`src/rtl/cla_adder.sv`:
```
`default_nettype none
// ============================================================================
//  Module      : cla_adder
//  Description : Two-level carry-lookahead adder with registered outputs.
//                The operand is split into 4-bit groups. Each group computes
//                its internal carries with lookahead equations and also
//                produces a group generate/propagate pair. A second-level
//                lookahead unit turns those pairs into the group carry-ins,
//                so no carry ripples between bits or between groups.
//  Revision    : 1.0 - initial release
// ----------------------------------------------------------------------------
//  Parameters
//    WIDTH : operand width, a multiple of 4 in the range 4..32
//  Ports
//    clk   in   1      clock, rising edge
//    rst   in   1      synchronous active-high reset
//    A     in   WIDTH  operand A (unsigned or two's complement)
//    B     in   WIDTH  operand B (unsigned or two's complement)
//    CIN   in   1      carry into bit 0
//    SUM   out  WIDTH  registered (A + B + CIN) mod 2^WIDTH
//    COUT  out  1      registered carry out of the MSB
//    OVFL  out  1      registered two's-complement overflow
//  Build option
//    CLA_IN_REG_EN : when defined, A/B/CIN are registered before the adder
//                    and total latency becomes 2 cycles (default: 1 cycle).
// ============================================================================
module cla_adder #(
  parameter int WIDTH = 4
) (
  input  logic             clk,
  input  logic             rst,
  input  logic [WIDTH-1:0] A,
  input  logic [WIDTH-1:0] B,
  input  logic             CIN,
  output logic [WIDTH-1:0] SUM,
  output logic             COUT,
  output logic             OVFL
);

  localparam int c_num_groups = WIDTH / 4;

  // Operands as seen by the adder core (optionally registered).
  logic [WIDTH-1:0] w_a;
  logic [WIDTH-1:0] w_b;
  logic             w_cin;

`ifdef CLA_IN_REG_EN
  logic [WIDTH-1:0] r_a;
  logic [WIDTH-1:0] r_b;
  logic             r_cin;

  always_ff @(posedge clk) begin
    if (rst) begin
      r_a   <= '0;
      r_b   <= '0;
      r_cin <= 1'b0;
    end else begin
      r_a   <= A;
      r_b   <= B;
      r_cin <= CIN;
    end
  end

  assign w_a   = r_a;
  assign w_b   = r_b;
  assign w_cin = r_cin;
`else
  assign w_a   = A;
  assign w_b   = B;
  assign w_cin = CIN;
`endif

  // Bit-level generate / propagate.
  logic [WIDTH-1:0] w_g;
  logic [WIDTH-1:0] w_p;

  assign w_g = w_a & w_b;
  assign w_p = w_a ^ w_b;

  // Group-level generate / propagate and group carry-ins.
  // w_grp_cin[c_num_groups] is the carry out of the whole word.
  logic [c_num_groups-1:0] w_grp_g;
  logic [c_num_groups-1:0] w_grp_p;
  logic [c_num_groups:0]   w_grp_cin;

  // Per-bit carry into each bit position.
  logic [WIDTH-1:0] w_carry;

  generate
    for (genvar gi = 0; gi < c_num_groups; gi++) begin : g_group
      logic [3:0] w_lg;
      logic [3:0] w_lp;
      logic       w_ci;

      assign w_lg = w_g[4*gi +: 4];
      assign w_lp = w_p[4*gi +: 4];
      assign w_ci = w_grp_cin[gi];

      // Flat sum-of-products carries: every carry depends only on g, p and
      // the group carry-in, never on a neighbouring carry.
      assign w_carry[4*gi]     = w_ci;
      assign w_carry[4*gi + 1] = w_lg[0]
                               | (w_lp[0] & w_ci);
      assign w_carry[4*gi + 2] = w_lg[1]
                               | (w_lp[1] & w_lg[0])
                               | (w_lp[1] & w_lp[0] & w_ci);
      assign w_carry[4*gi + 3] = w_lg[2]
                               | (w_lp[2] & w_lg[1])
                               | (w_lp[2] & w_lp[1] & w_lg[0])
                               | (w_lp[2] & w_lp[1] & w_lp[0] & w_ci);

      assign w_grp_g[gi] = w_lg[3]
                         | (w_lp[3] & w_lg[2])
                         | (w_lp[3] & w_lp[2] & w_lg[1])
                         | (w_lp[3] & w_lp[2] & w_lp[1] & w_lg[0]);
      assign w_grp_p[gi] = &w_lp;
    end
  endgenerate

  // Second-level lookahead. For group j the carry-in is
  //   OR over k<j of ( G[k] & P[k+1] & ... & P[j-1] )  |  CIN & P[0] & ... & P[j-1]
  // The loops only unroll into that flat two-level expression.
  always_comb begin
    logic acc;
    logic term;
    w_grp_cin = '0;
    acc       = 1'b0;
    term      = 1'b0;
    for (int j = 0; j <= c_num_groups; j++) begin
      term = w_cin;
      for (int m = 0; m < j; m++) begin
        term = term & w_grp_p[m];
      end
      acc = term;
      for (int k = 0; k < j; k++) begin
        term = w_grp_g[k];
        for (int m = k + 1; m < j; m++) begin
          term = term & w_grp_p[m];
        end
        acc = acc | term;
      end
      w_grp_cin[j] = acc;
    end
  end

  logic [WIDTH-1:0] w_sum;
  logic             w_cout;
  logic             w_ovfl;

  assign w_sum  = w_p ^ w_carry;
  assign w_cout = w_grp_cin[c_num_groups];
  // Overflow: carry into the sign bit differs from carry out of it.
  assign w_ovfl = w_carry[WIDTH-1] ^ w_cout;

  always_ff @(posedge clk) begin
    if (rst) begin
      SUM  <= '0;
      COUT <= 1'b0;
      OVFL <= 1'b0;
    end else begin
      SUM  <= w_sum;
      COUT <= w_cout;
      OVFL <= w_ovfl;
    end
  end

endmodule
`default_nettype wire

```
`config.mk`:
```
export PLATFORM = sky130hd
export DESIGN_NAME = cla_adder
export DESIGN_NICKNAME = d
export VERILOG_FILES = /design/src/rtl/cla_adder.sv
export SDC_FILE = /design/constraint.sdc
export NUM_CORES = 1
export LEC_CHECK = 0
export BUFFER_PORTS_ARGS = -buffer_cell sky130_fd_sc_hd__clkbuf_2
export CORE_AREA = 2 2 39 41
export CTS_BUF_LIST = sky130_fd_sc_hd__clkbuf_16
export CTS_CLUSTER_SIZE = 30
export DETAILED_ROUTE_END_ITERATION = 10
export DIE_AREA = 0 0 41 43
export GPL_TIMING_DRIVEN = 0
export PLACE_DENSITY = 0.57
export REMOVE_ABC_BUFFERS = 1
export SETUP_SLACK_MARGIN = 0.1
export SKIP_LAST_GASP = 1
export SLEW_MARGIN = 30
export SYNTH_ARGS = -nofsm -noshare
export SYNTH_HDL_FRONTEND = slang
export SYNTH_SLANG_ARGS = --single-unit
```
`constraint.sdc`:
```
create_clock -name clk -period 1.05 [get_ports clk]
set_input_delay 0.21 -clock clk [delete_from_list [all_inputs] [get_ports clk]]
set_output_delay 0.21 -clock clk [all_outputs]
set_load 0.005 [all_outputs]
```
* Yosys cells after proc, flatten, opt, wreduce, memory -nomap -nowiden
Index checks and enable logic that the tools add are counted.
Cells by class: reductions and logical operators 1, bitwise operators 29
Operators by type and width (count):
- 1-bit AND | 15
- 1-bit OR | 10
- 4-bit bitwise XOR | 2
- 4-bit AND | 1
- 4-bit AND reduction | 1
- 1-bit bitwise XOR | 1
Word-level totals: output and inout bits 6, input bits 11, flip-flop bits (word level) 6

* Depth between registers and ports, before layout
Gate-level depths: netlist (run 1).
depth after elaboration 7, mapped depth 4, mapped depth without buffers 4

* Least setup slack after synthesis (run 1)
Ideal clock, no wire load.
path kind input to register, start input A[0], end register OVFL, path buffers 0, arrival time 1.064 ns, slack -0.085 ns, cell stages on the path 4, cells stage by stage ha_1 -> a211oi_2 -> o21ba_2 -> mux2i_1
Between the ends: word-level cells in the longest chain between the ends 5, elaborated cells between the ends (all ways) 13, classes of those cells bitwise (12); reduce/logical (1)
RTL lines:
- start: declaration | line 32 | input logic [WIDTH-1:0] A,
- 4-bit bitwise XOR / 4-bit AND (equally long branches) | line 78, 77
- 4-bit AND reduction (tied with other cells) | line 116 | assign w_grp_p[gi] = &w_lp;
- 1-bit AND (tied with other cells) | line 132 | term = term & w_grp_p[m];
- 1-bit OR (on tied branches) | line 140, 110
- 1-bit bitwise XOR * | line 153 | assign w_ovfl = w_carry[WIDTH-1] ^ w_cout;
- end signal: assignment | line 163 | OVFL <= w_ovfl;
- end: declaration | line 37 | output logic OVFL
Every way passes the cells marked *; elsewhere a longest branch is shown, timed or not. A chain may end at the register's enable or synchronous reset.

* Worst setup path in the final report (run 1)
start input A[0], end register SUM[3]
Between the ends: word-level cells in the longest chain between the ends 5, elaborated cells between the ends (all ways) 8, classes of those cells bitwise (8)
RTL lines:
- 4-bit AND / 4-bit bitwise XOR (equally long branches) | line 77, 78
- 1-bit AND (on tied branches) | line 109, 110
- 1-bit OR / 1-bit AND (equally long branches) | line 109, 110
- 1-bit OR * | line 110 | | (w_lp[2] & w_lp[1] & w_lp[0] & w_ci);
- 4-bit bitwise XOR * | line 150 | assign w_sum = w_p ^ w_carry;
- end signal: assignment | line 161 | SUM <= w_sum;
- end: declaration | line 35 | output logic [WIDTH-1:0] SUM,
Marks and branches as above.

==> out/qor.json, run 1 <==
{
  "maximum_clock_rate_mhz": 973,
  "fp.dieArea_mm2": 0.00176,
  "cp_data_arrival_time_ps": 1170,
  "p_switching_mw": 0.195,
  "end_kind": "flip-flop",
  "grt_antenna_before_repair": 0,
  "met1Wirelength_um": 251,
  "grt_start_max_net_pins": 8,
  "synth_top_flop_cell": "sky130_fd_sc_hd__dfxtp_1",
  "start_kind": "primary input",
  "finalNetCount": 67,
  "grt_first_pass_wirelength_um": 917,
  "seq_power_share_pct": 25.0,
  "floorplan.rows": 14,
  "worstSetupPathType": "primary input to flip-flop",
  "clk_root_buffer_cell": "sky130_fd_sc_hd__clkbuf_16",
  "fin_area_um2": 553,
  "hold_fix_buffer_count_after_cts": 0,
  "cts_buffers": 3,
  "num_antenna_cells": 0,
  "dpl-instance-area_um2": 412,
  "drt-vias-per-instance": 4.26,
  "buffer_ports.inserted": 16,
  "top_layer_used": "met4",
  "number_of_design_rule_violations_left_after_detail_routing": 0,
  "static-leakage-power_nw": 0.261,
  "clk_pin_slew_worst_paths_ps": 30,
  "timing.critical_path.slowest_stage_cell": "sky130_fd_sc_hd__ha_4",
  "syn_area_per_cell_um2": 11.1,
  "timing.critical_path.required_ps": 1200,
  "die_width_um": 41,
  "crit_path_max_cell_delay_ps": 240,
  "total_power_mw": 1.04,
  "outcome": "completed",
  "timing.final.ws_setup_ps": 22.5,
  "core-area_mm2": 0.00138,
  "netlist-cell-type-count": 17,
  "setup_violation_total_in_the_final_timing_report": 0,
  "tritoncts_clock_tree": "done",
  "min_from": "rst",
  "vdd_ir_drop_max_uv": 472,
  "met3_wirelength_um": 51,
  "startpoint": "A[0]",
  "total_global_routing_track_utilization_pct": 8.11,
  "asyncSetResetFlopFracSynth_pct": 0,
  "num_io_pins": 17,
  "post_synth_inst_count": 28,
  "internal_power_mw": 0.845,
  "crit_chain": "buf_8 -> ha_4 -> a211oi_4 -> o21ba_4 -> mux2i_1",
  "finalHoldViolations": 0,
  "drv_cap": 0,
  "detail_route.first_pass.iterations": 2,
  "synthesis_warnings": 0,
  "synth.ff_latch_count": 6,
  "globalRouteOverflowTotal": 0,
  "num_vias": 277,
  "combPwrFrac_pct": 17.0,
  "h-tree-depth": 1,
  "type_of_the_most_critical_hold_path": "primary input to flip-flop",
  "first_iter_violations": 1,
  "wl_per_cell_um": 9.45,
  "start_util_pct": 22.5,
  "timing_max_transition_violations_final": 0,
  "wl_um": 614,
  "wl_met2_um": 295,
  "worst_pin_slew_ps": 206,
  "die_h_um": 43,
  "worst_hold_slack_ps": 227,
  "cts.sinks": 6,
  "power_frac_clock_pct": 58.0,
  "flow.area_growth_from_synthesis_pct": 77.5,
  "grt_setup_unrepaired": "yes",
  "via_count_of_the_first_global_routing_pass": 247,
  "dp_worst_setup_slack_ps": -322,
  "slew_headroom_pct": 86.2,
  "fin_crit_sh_pct": 97.9,
  "post_route_cells_drive_above_1_share_pct": 57.1,
  "cts_max_path_buffers": 2,
  "powerDensity_mw_per_mm2": 1880,
  "finalWorstPathRequiredPeriod_ps": 1030,
  "netlist_area_um2": 312,
  "ys_seq_area_share_pct": 38.6,
  "swShare_pct": 18.8,
  "detail-route-antenna-nets": 0,
  "worstPathMaxFanout": 3,
  "tns_ps": 0,
  "synth_enable_flop_cells": 0,
  "final_weighted_congestion_in_routability_driven_placement": 0.666
}
==> per-layer routing <==
layer,global-route usage [%],vias up
li1,-,143
met1,8.28,120
met2,11.6,12
met3,1.57,2
met4,10.0,0
met5,0,-
==> sequential cells by signal, indices dropped and copies added (netlist names) <==
name / count
COUT: 1
OVFL: 1
SUM: 4
==> cells in the mapped netlist (2+ instances only) <==
cell                       n  area, um2
sky130_fd_sc_hd__nand2b_1  2       12.5
sky130_fd_sc_hd__dfxtp_1   6        120
sky130_fd_sc_hd__nor2_1    2       7.51
sky130_fd_sc_hd__mux2i_1   2       20.0
sky130_fd_sc_hd__ha_1      4       50.1
==> logic make-up after synthesis <==
group	Yosys count	synth area share, %
multiplexers	2	6.43
flip-flops	6	38.6
AND/OR/NAND/NOR	8	14.1
XOR/XNOR	1	2.81
AO/OA/AOI/OAI	6	15.7
adder cells (fa/ha/maj)	5	22.5
==> cell usage in the layout, fill, tap and decap left out <==
cell	instances
sky130_fd_sc_hd__a211oi_1	1
sky130_fd_sc_hd__a211oi_4	1
sky130_fd_sc_hd__a21o_2	1
sky130_fd_sc_hd__buf_4	2
sky130_fd_sc_hd__buf_8	1
sky130_fd_sc_hd__clkbuf_16	3
sky130_fd_sc_hd__clkbuf_2	14
sky130_fd_sc_hd__clkbuf_8	1
sky130_fd_sc_hd__dfxtp_1	6
sky130_fd_sc_hd__fa_2	1
sky130_fd_sc_hd__ha_1	3
sky130_fd_sc_hd__ha_4	1
sky130_fd_sc_hd__mux2i_1	2
sky130_fd_sc_hd__nand2b_1	2
sky130_fd_sc_hd__nor2_1	2
sky130_fd_sc_hd__nor2b_1	1
sky130_fd_sc_hd__nor3_1	1
sky130_fd_sc_hd__o21ai_0	1
sky130_fd_sc_hd__o21ai_2	1
sky130_fd_sc_hd__o21ba_4	1
sky130_fd_sc_hd__or2_2	1
sky130_fd_sc_hd__or3_1	1
sky130_fd_sc_hd__xnor2_1	1
==> path summary, 6_finish.rpt <==
path              endpoint  slack [ps]  cells after the start
setup / recovery    SUM[3]          20                      5
hold / removal      SUM[0]         230                      2
==> layout make-up <==
type                            count  area, um2
Fill cell                         142        831
Multi-Input combinational cell     22        224
Sequential cell                     6        120
Timing Repair Buffer               18        114
Clock buffer                        3       75.1
Tap cell                           16       20.0
==> power by group through the flow <==
stage	clock network, mW	registers [mW]	logic, mW
global placement	0	0.262	0.139
detailed placement	0	0.263	0.141
CTS	0.614	0.261	0.156
finish	0.603	0.260	0.177
global route	0.628	0.264	0.198
floorplan	0	0.267	0.0765
==> worst max-delay path: cells and delay by family <==
kind / cells / cell delay [ps]
AO/OA/AOI/OAI: 2 / 430
buffers and inverters: 1 / 100
multiplexers: 1 / 200
adder cells (fa/ha/maj): 1 / 240
==> stage by stage <==
step                      instances  util (%)
final                            65      40.0
after global routing             65      40.0
after CTS                        64      37.9
after detailed placement         60      29.7
after global placement           60      29.7
after floorplan                  28         -
==> what timing repair did <==
item / CTS / global route
buffers inserted: 1 / 1
gates cloned: 0 / 0
setup endpoints to repair: 4 / 5
resized for setup: 3 / 5
pin swaps: 3 / 3
Power figures use the tool's default switching activity.
==> run 2, diff against run 1 <==
--- a/config.mk
+++ b/config.mk
@@ -12,7 +12,7 @@
 export DETAILED_ROUTE_END_ITERATION = 10
 export DIE_AREA = 0 0 41 43
 export GPL_TIMING_DRIVEN = 0
-export PLACE_DENSITY = 0.57
+export PLACE_DENSITY = 0.55
 export REMOVE_ABC_BUFFERS = 1
 export SETUP_SLACK_MARGIN = 0.1
 export SKIP_LAST_GASP = 1
==> constraint.sdc (replaced) <==
create_clock -name clk -period 1.2 [get_ports clk]
set_input_delay 0 -clock clk [delete_from_list [all_inputs] [get_ports clk]]
set_output_delay 0 -clock clk [all_outputs]
set_load 0.005 [all_outputs]
==> out/qor.json, run 2 (synthesis results as in run 1) <==
{
  "reg_top3": "SUM (4), COUT (1), OVFL (1)",
  "dp_worst_setup_slack": {"value": 79.9, "unit": "ps", "change": "+402 ps"},
  "timing.critical_path.required": {"value": 1350, "unit": "ps", "change": "+150 ps"},
  "drv_cap": {"value": 0, "change": "unchanged"},
  "fp.dieArea": {"value": 0.00176, "unit": "mm2", "change": "unchanged"},
  "end_kind": "flip-flop",
  "num_antenna_cells": {"value": 0, "change": "unchanged"},
  "globalRouteOverflowTotal": {"value": 0, "change": "unchanged"},
  "crit_chain": "clkbuf_2 -> ha_1 -> a211oi_2 -> o21ba_2 -> mux2i_1",
  "finalNetCount": {"value": 65, "change": "-3.0%"},
  "finalWorstPathRequiredPeriod_ps": 898,
  "grt_antenna_before_repair": {"value": 0, "change": "unchanged"},
  "grt_start_max_net_pins": {"value": 8, "change": "unchanged"},
  "place_hpwl_um": 444,
  "post_route_cells_drive_above_1_share": {"value": 48.9, "unit": "%", "change": "-8.2 points"},
  "final_weighted_congestion_in_routability_driven_placement": {"value": 0.629, "change": "-5.6%"},
  "final_util": {"value": 35.2, "unit": "%", "change": "-4.8 points"},
  "commonest_cells_after_routing_fill_and_taps_aside": "sky130_fd_sc_hd__clkbuf_2 (16), sky130_fd_sc_hd__dfxtp_1 (6), sky130_fd_sc_hd__ha_1 (4), sky130_fd_sc_hd__clkbuf_16 (3)",
  "maximum_clock_rate_mhz": 1110,
  "first_iter_violations": {"value": 4, "change": "+3"},
  "outcome": "completed",
  "tritoncts_clock_tree": "done",
  "vdd_ir_drop_max": {"value": 473, "unit": "uV", "change": "+0.12%"},
  "instances_no_fill": {"value": 63, "change": "-3.1%"},
  "grt_first_pass_wirelength": {"value": 869, "unit": "um", "change": "-5.2%"},
  "num_vias": {"value": 254, "change": "-8.3%"},
  "largest_register_ffs": {"value": 4, "change": "unchanged"},
  "flow.area_growth_from_synthesis_pct": 56.2,
  "count_of_buffers_added_by_post_cts_timing_repair_for_setup": {"value": 0, "change": "-1"},
  "commonest_non_fill_non_tap_cell_in_the_layout": "sky130_fd_sc_hd__clkbuf_2",
  "start_kind": "primary input",
  "fin_crit_sh_pct": 74.8,
  "dpl-instance-area": {"value": 412, "unit": "um2", "change": "unchanged"},
  "die_h": {"value": 43, "unit": "um", "change": "unchanged"},
  "buffer_ports.inserted": {"value": 16, "change": "unchanged"},
  "cp_data_arrival_time": {"value": 1050, "unit": "ps", "change": "-120 ps"},
  "fin_area": {"value": 487, "unit": "um2", "change": "-12%"},
  "grt_setup_unrepaired": "no",
  "worst_hold_slack": {"value": 23.9, "unit": "ps", "change": "-204 ps"},
  "timing.final.ws_setup": {"value": 302, "unit": "ps", "change": "+280 ps"},
  "hold_fix_buffer_count_after_cts": {"value": 0, "change": "unchanged"},
  "detail_route.first_pass.iterations": {"value": 2, "change": "unchanged"},
  "h-tree-depth": {"value": 1, "change": "unchanged"},
  "clk_pin_slew_worst_paths": {"value": 30, "unit": "ps", "change": "about the same"},
  "setup_violation_total_in_the_final_timing_report": {"value": 0, "change": "unchanged"},
  "num_io_pins": {"value": 17, "change": "unchanged"},
  "total_global_routing_track_utilization": {"value": 7.82, "unit": "%", "change": "-0.28 points"},
  "finalHoldViolations": {"value": 0, "change": "unchanged"},
  "timing.critical_path.slowest_stage_cell": "sky130_fd_sc_hd__ha_1",
  "type_of_the_most_critical_hold_path": "primary input to flip-flop",
  "dp.cells": {"value": 60, "change": "unchanged"},
  "timing_max_transition_violations_final": {"value": 0, "change": "unchanged"},
  "start_util": {"value": 22.5, "unit": "%", "change": "unchanged"},
  "slew_headroom": {"value": 86.5, "unit": "%", "change": "+0.24 points"},
  "clk_root_buffer_cell": "sky130_fd_sc_hd__clkbuf_16",
  "worst_pin_slew": {"value": 201, "unit": "ps", "change": "-4.12 ps"},
  "wl_per_cell": {"value": 8.75, "unit": "um", "change": "-7.4%"},
  "core-area": {"value": 0.00138, "unit": "mm2", "change": "unchanged"},
  "cts_resized": {"value": 0, "change": "-3"},
  "crit_path_max_cell_delay": {"value": 320, "unit": "ps", "change": "+80 ps"},
  "total_power": {"value": 0.880, "unit": "mW", "change": "-15%"},
  "top_register": "SUM",
  "cts.sinks": {"value": 6, "change": "unchanged"},
  "cts_max_path_buffers": {"value": 2, "change": "unchanged"},
  "number_of_design_rule_violations_left_after_detail_routing": {"value": 0, "change": "unchanged"},
  "tns": {"value": 0, "unit": "ps", "change": "unchanged"},
  "via_count_of_the_first_global_routing_pass": {"value": 225, "change": "-8.9%"},
  "die_width": {"value": 41, "unit": "um", "change": "unchanged"},
  "wl": {"value": 551, "unit": "um", "change": "-10%"},
  "detail-route-antenna-nets": {"value": 0, "change": "unchanged"},
  "worstPathMaxFanout": {"value": 3, "change": "unchanged"},
  "powerDensity": {"value": 1810, "unit": "mW/mm2", "change": "-3.8%"},
  "worstSetupPathType": "primary input to flip-flop",
  "static-leakage-power": {"value": 0.240, "unit": "nW", "change": "-8.0%"},
  "cts_buffers": {"value": 3, "change": "unchanged"},
  "drt-vias-per-instance": {"value": 4.03, "change": "-5.4%"},
  "floorplan.rows": {"value": 14, "change": "unchanged"}
}
==> run 2: per-layer routing <==
| layer | routed length [um] | track usage (%) | vias up |
|---|---|---|---|
| li1 | - | - | 139 |
| met2 | 164 | 8.13 | 20 |
| met4 | 22 | 8.00 | 0 |
| met3 | 90 | 3.14 | 3 |
| met5 | 0 | 0 | - |
| met1 | 273 | 10.9 | 92 |
==> run 2: path summary, 6_finish.rpt <==
path              start  endpoint  slack [ps]  depth (start not counted)
hold / removal      rst    SUM[1]          20                          2
setup / recovery   A[0]      OVFL         300                          5
==> run 2: layout make-up <==
class	count	area (um2)
Tap cell	16	20.0
Sequential cell	6	120
Fill cell	146	897
Multi-Input combinational cell	22	191
Clock buffer	3	75.1
Timing Repair Buffer	16	80.1
==> run 2: power breakdown <==
| part | leakage (nW) | internal [mW] | total (mW) | switching [mW] |
|---|---|---|---|---|
| combinational | 0.154 | 0.0667 | 0.121 | 0.0538 |
| clock | 0.0370 | 0.427 | 0.532 | 0.105 |
| sequential | 0.0499 | 0.223 | 0.228 | 0.00565 |
| total | 0.240 | 0.716 | 0.880 | 0.164 |
==> run 2: worst max-delay path, delay by kind of cell <==
| kind | cells | cell delay [ps] |
|---|---|---|
| buffers and inverters | 1 | 110 |
| muxes | 1 | 190 |
| adders and majority gates | 1 | 320 |
| AOI/OAI and AO/OA | 2 | 440 |
==> run 3, diff against run 2 <==
==> constraint.sdc (replaced) <==
create_clock -name clk -period 0.9 [get_ports clk]
set_input_delay 0 -clock clk [delete_from_list [all_inputs] [get_ports clk]]
set_output_delay 0 -clock clk [all_outputs]
set_load 0.005 [all_outputs]
==> out/qor.json, run 3 (synthesis results as in run 1) <==
{
  "cts_max_path_buffers": {"value": 2, "change": "unchanged"},
  "num_vias": {"value": 279, "change": "+9.8%"},
  "powerDensity": {"value": 2160, "unit": "mW/mm2", "change": "+20%"},
  "wl_per_cell": {"value": 9.62, "unit": "um", "change": "+10%"},
  "final_util": {"value": 41.2, "unit": "%", "change": "+6.1 points"},
  "setup_violation_total_in_the_final_timing_report": {"value": 0, "change": "unchanged"},
  "grt_antenna_before_repair": {"value": 0, "change": "unchanged"},
  "finalNetCount": {"value": 68, "change": "+4.6%"},
  "finalHoldViolations": {"value": 0, "change": "unchanged"},
  "buffer_ports.inserted": {"value": 16, "change": "unchanged"},
  "vdd_ir_drop_max": {"value": 666, "unit": "uV", "change": "+41%"},
  "swShare": {"value": 19.1, "unit": "%", "change": "+0.48 points"},
  "top_register": "SUM",
  "detail-route-antenna-nets": {"value": 0, "change": "unchanged"},
  "start_kind": "primary input",
  "p_switching": {"value": 0.236, "unit": "mW", "change": "+44%"},
  "fin_crit_sh_pct": 86.8,
  "worstSetupPathType": "primary input to flip-flop",
  "drt-vias-per-instance": {"value": 4.23, "change": "+4.8%"},
  "power_frac_clock": {"value": 57.4, "unit": "%", "change": "-3.0 points"},
  "floorplan.rows": {"value": 14, "change": "unchanged"},
  "grt_start_max_net_pins": {"value": 8, "change": "unchanged"},
  "finalWorstPathRequiredPeriod_ps": 782,
  "instances_no_fill": {"value": 66, "change": "+4.8%"},
  "num_antenna_cells": {"value": 0, "change": "unchanged"},
  "worstPathMaxFanout": {"value": 3, "change": "unchanged"},
  "worst_hold_slack": {"value": 24.6, "unit": "ps", "change": "+0.726 ps"},
  "globalRouteOverflowTotal": {"value": 0, "change": "unchanged"},
  "place_hpwl": {"value": 444, "unit": "um", "change": "unchanged"},
  "slew_headroom": {"value": 86.3, "unit": "%", "change": "-0.14 points"},
  "fillers": {"value": 145, "change": "-0.68%"},
  "tns": {"value": 0, "unit": "ps", "change": "unchanged"},
  "cts_buffers": {"value": 3, "change": "unchanged"},
  "dp.cells": {"value": 60, "change": "unchanged"},
  "start_util": {"value": 22.5, "unit": "%", "change": "unchanged"},
  "core-area": {"value": 0.00138, "unit": "mm2", "change": "unchanged"},
  "timing.critical_path.required": {"value": 1050, "unit": "ps", "change": "-300 ps"},
  "number_of_design_rule_violations_left_after_detail_routing": {"value": 0, "change": "unchanged"},
  "drv_cap": {"value": 0, "change": "unchanged"},
  "type_of_the_most_critical_hold_path": "primary input to flip-flop",
  "reg_top3": "SUM (4), COUT (1), OVFL (1)",
  "largest_register_ffs": {"value": 4, "change": "unchanged"},
  "first_iter_violations": {"value": 3, "change": "-1"},
  "static-leakage-power": {"value": 0.267, "unit": "nW", "change": "+11%"},
  "die_h": {"value": 43, "unit": "um", "change": "unchanged"},
  "end_kind": "flip-flop",
  "final_weighted_congestion_in_routability_driven_placement": {"value": 0.629, "change": "unchanged"},
  "grt_setup_unrepaired": "yes",
  "commonest_non_fill_non_tap_cell_in_the_layout": "sky130_fd_sc_hd__clkbuf_2",
  "commonest_cells_after_routing_fill_and_taps_aside": "sky130_fd_sc_hd__clkbuf_2 (14), sky130_fd_sc_hd__dfxtp_1 (6), sky130_fd_sc_hd__clkbuf_16 (3), sky130_fd_sc_hd__buf_4 (3)",
  "maximum_clock_rate_mhz": 1280,
  "tritoncts_clock_tree": "done",
  "total_global_routing_track_utilization": {"value": 8.22, "unit": "%", "change": "+0.40 points"},
  "h-tree-depth": {"value": 1, "change": "unchanged"},
  "clk_root_buffer_cell": "sky130_fd_sc_hd__clkbuf_16",
  "seq_power_share": {"value": 24.6, "unit": "%", "change": "-1.3 points"},
  "wl": {"value": 635, "unit": "um", "change": "+15%"},
  "grt_first_pass_wirelength": {"value": 910, "unit": "um", "change": "+4.7%"},
  "die_width": {"value": 41, "unit": "um", "change": "unchanged"},
  "timing_max_transition_violations_final": {"value": 0, "change": "unchanged"},
  "cts.sinks": {"value": 6, "change": "unchanged"},
  "detail_route.first_pass.iterations": {"value": 2, "change": "unchanged"},
  "clk_pin_slew_worst_paths": {"value": 30, "unit": "ps", "change": "about the same"},
  "flow.area_growth_from_synthesis_pct": 83.1,
  "via_count_of_the_first_global_routing_pass": {"value": 229, "change": "+1.8%"},
  "fp.dieArea": {"value": 0.00176, "unit": "mm2", "change": "unchanged"},
  "hold_fix_buffer_count_after_cts": {"value": 0, "change": "unchanged"},
  "outcome": "completed",
  "combPwrFrac": {"value": 18.0, "unit": "%", "change": "+4.3 points"},
  "num_io_pins": {"value": 17, "change": "unchanged"},
  "internal_power": {"value": 0.999, "unit": "mW", "change": "+39%"},
  "cp_data_arrival_time": {"value": 940, "unit": "ps", "change": "-110 ps"},
  "post_route_cells_drive_above_1_share": {"value": 58.0, "unit": "%", "change": "+9.1 points"},
  "worst_pin_slew": {"value": 204, "unit": "ps", "change": "+2.04 ps"}
}
-- run 3: path summary, 6_finish.rpt --
check,start,end,slack [ps],depth (start not counted)
worst max-delay path,A[0],OVFL,120,5
worst min-delay path,rst,SUM[1],20,2
-- run 3: layout make-up --
type / instances / area (um2) / area share [%]
Multi-Input combinational cell: 22 / 234 / 41.0
Timing Repair Buffer: 19 / 121 / 21.3
Sequential cell: 6 / 120 / 21.1
Clock buffer: 3 / 75.1 / 13.2
Tap cell: 16 / 20.0 / 3.51
-- run 3: stage by stage --
step           instance area (um2)  worst slack [ps]  power, mW
2_1_floorplan                  312             -25.5      0.401
3_3_place_gp                   412              -249      0.471
3_5_place_dp                   412              -220      0.470
4_1_cts                        524              71.0       1.20
5_1_grt                        571              61.1       1.29
6_report                       571               118       1.23
-- run 3: power by group through the flow --
stage	combinational, mW	clock, mW	sequential, mW
4_1_cts	0.180	0.714	0.305
2_1_floorplan	0.0893	0	0.312
3_3_place_gp	0.163	0	0.308
5_1_grt	0.252	0.734	0.307
6_report	0.222	0.709	0.304
3_5_place_dp	0.163	0	0.308
-- run 3: critical path, stage by stage --
cell,delay (ps)
sky130_fd_sc_hd__buf_8,100
sky130_fd_sc_hd__ha_4,240
sky130_fd_sc_hd__a211oi_4,220
sky130_fd_sc_hd__o21ba_4,200
sky130_fd_sc_hd__mux2i_1,180
-- run 3: metal layers --
layer	share of wire [%]	track usage, %	vias to the layer above	routed length (um)
met5	0	0	-	0
li1	-	-	144	-
met4	3.5	8.00	0	22
met2	36	9.06	20	228
met1	46	11.2	112	292
met3	14	3.14	3	91
-- run 3: what timing repair did --
| action | in CTS | in global routing |
|---|---|---|
| endpoints found under the setup margin | 4 | 4 |
| pin swaps | 3 | 4 |
| endpoints found under the hold margin | 0 | 0 |
| resized for setup | 3 | 5 |
| setup buffers | 1 | 2 |
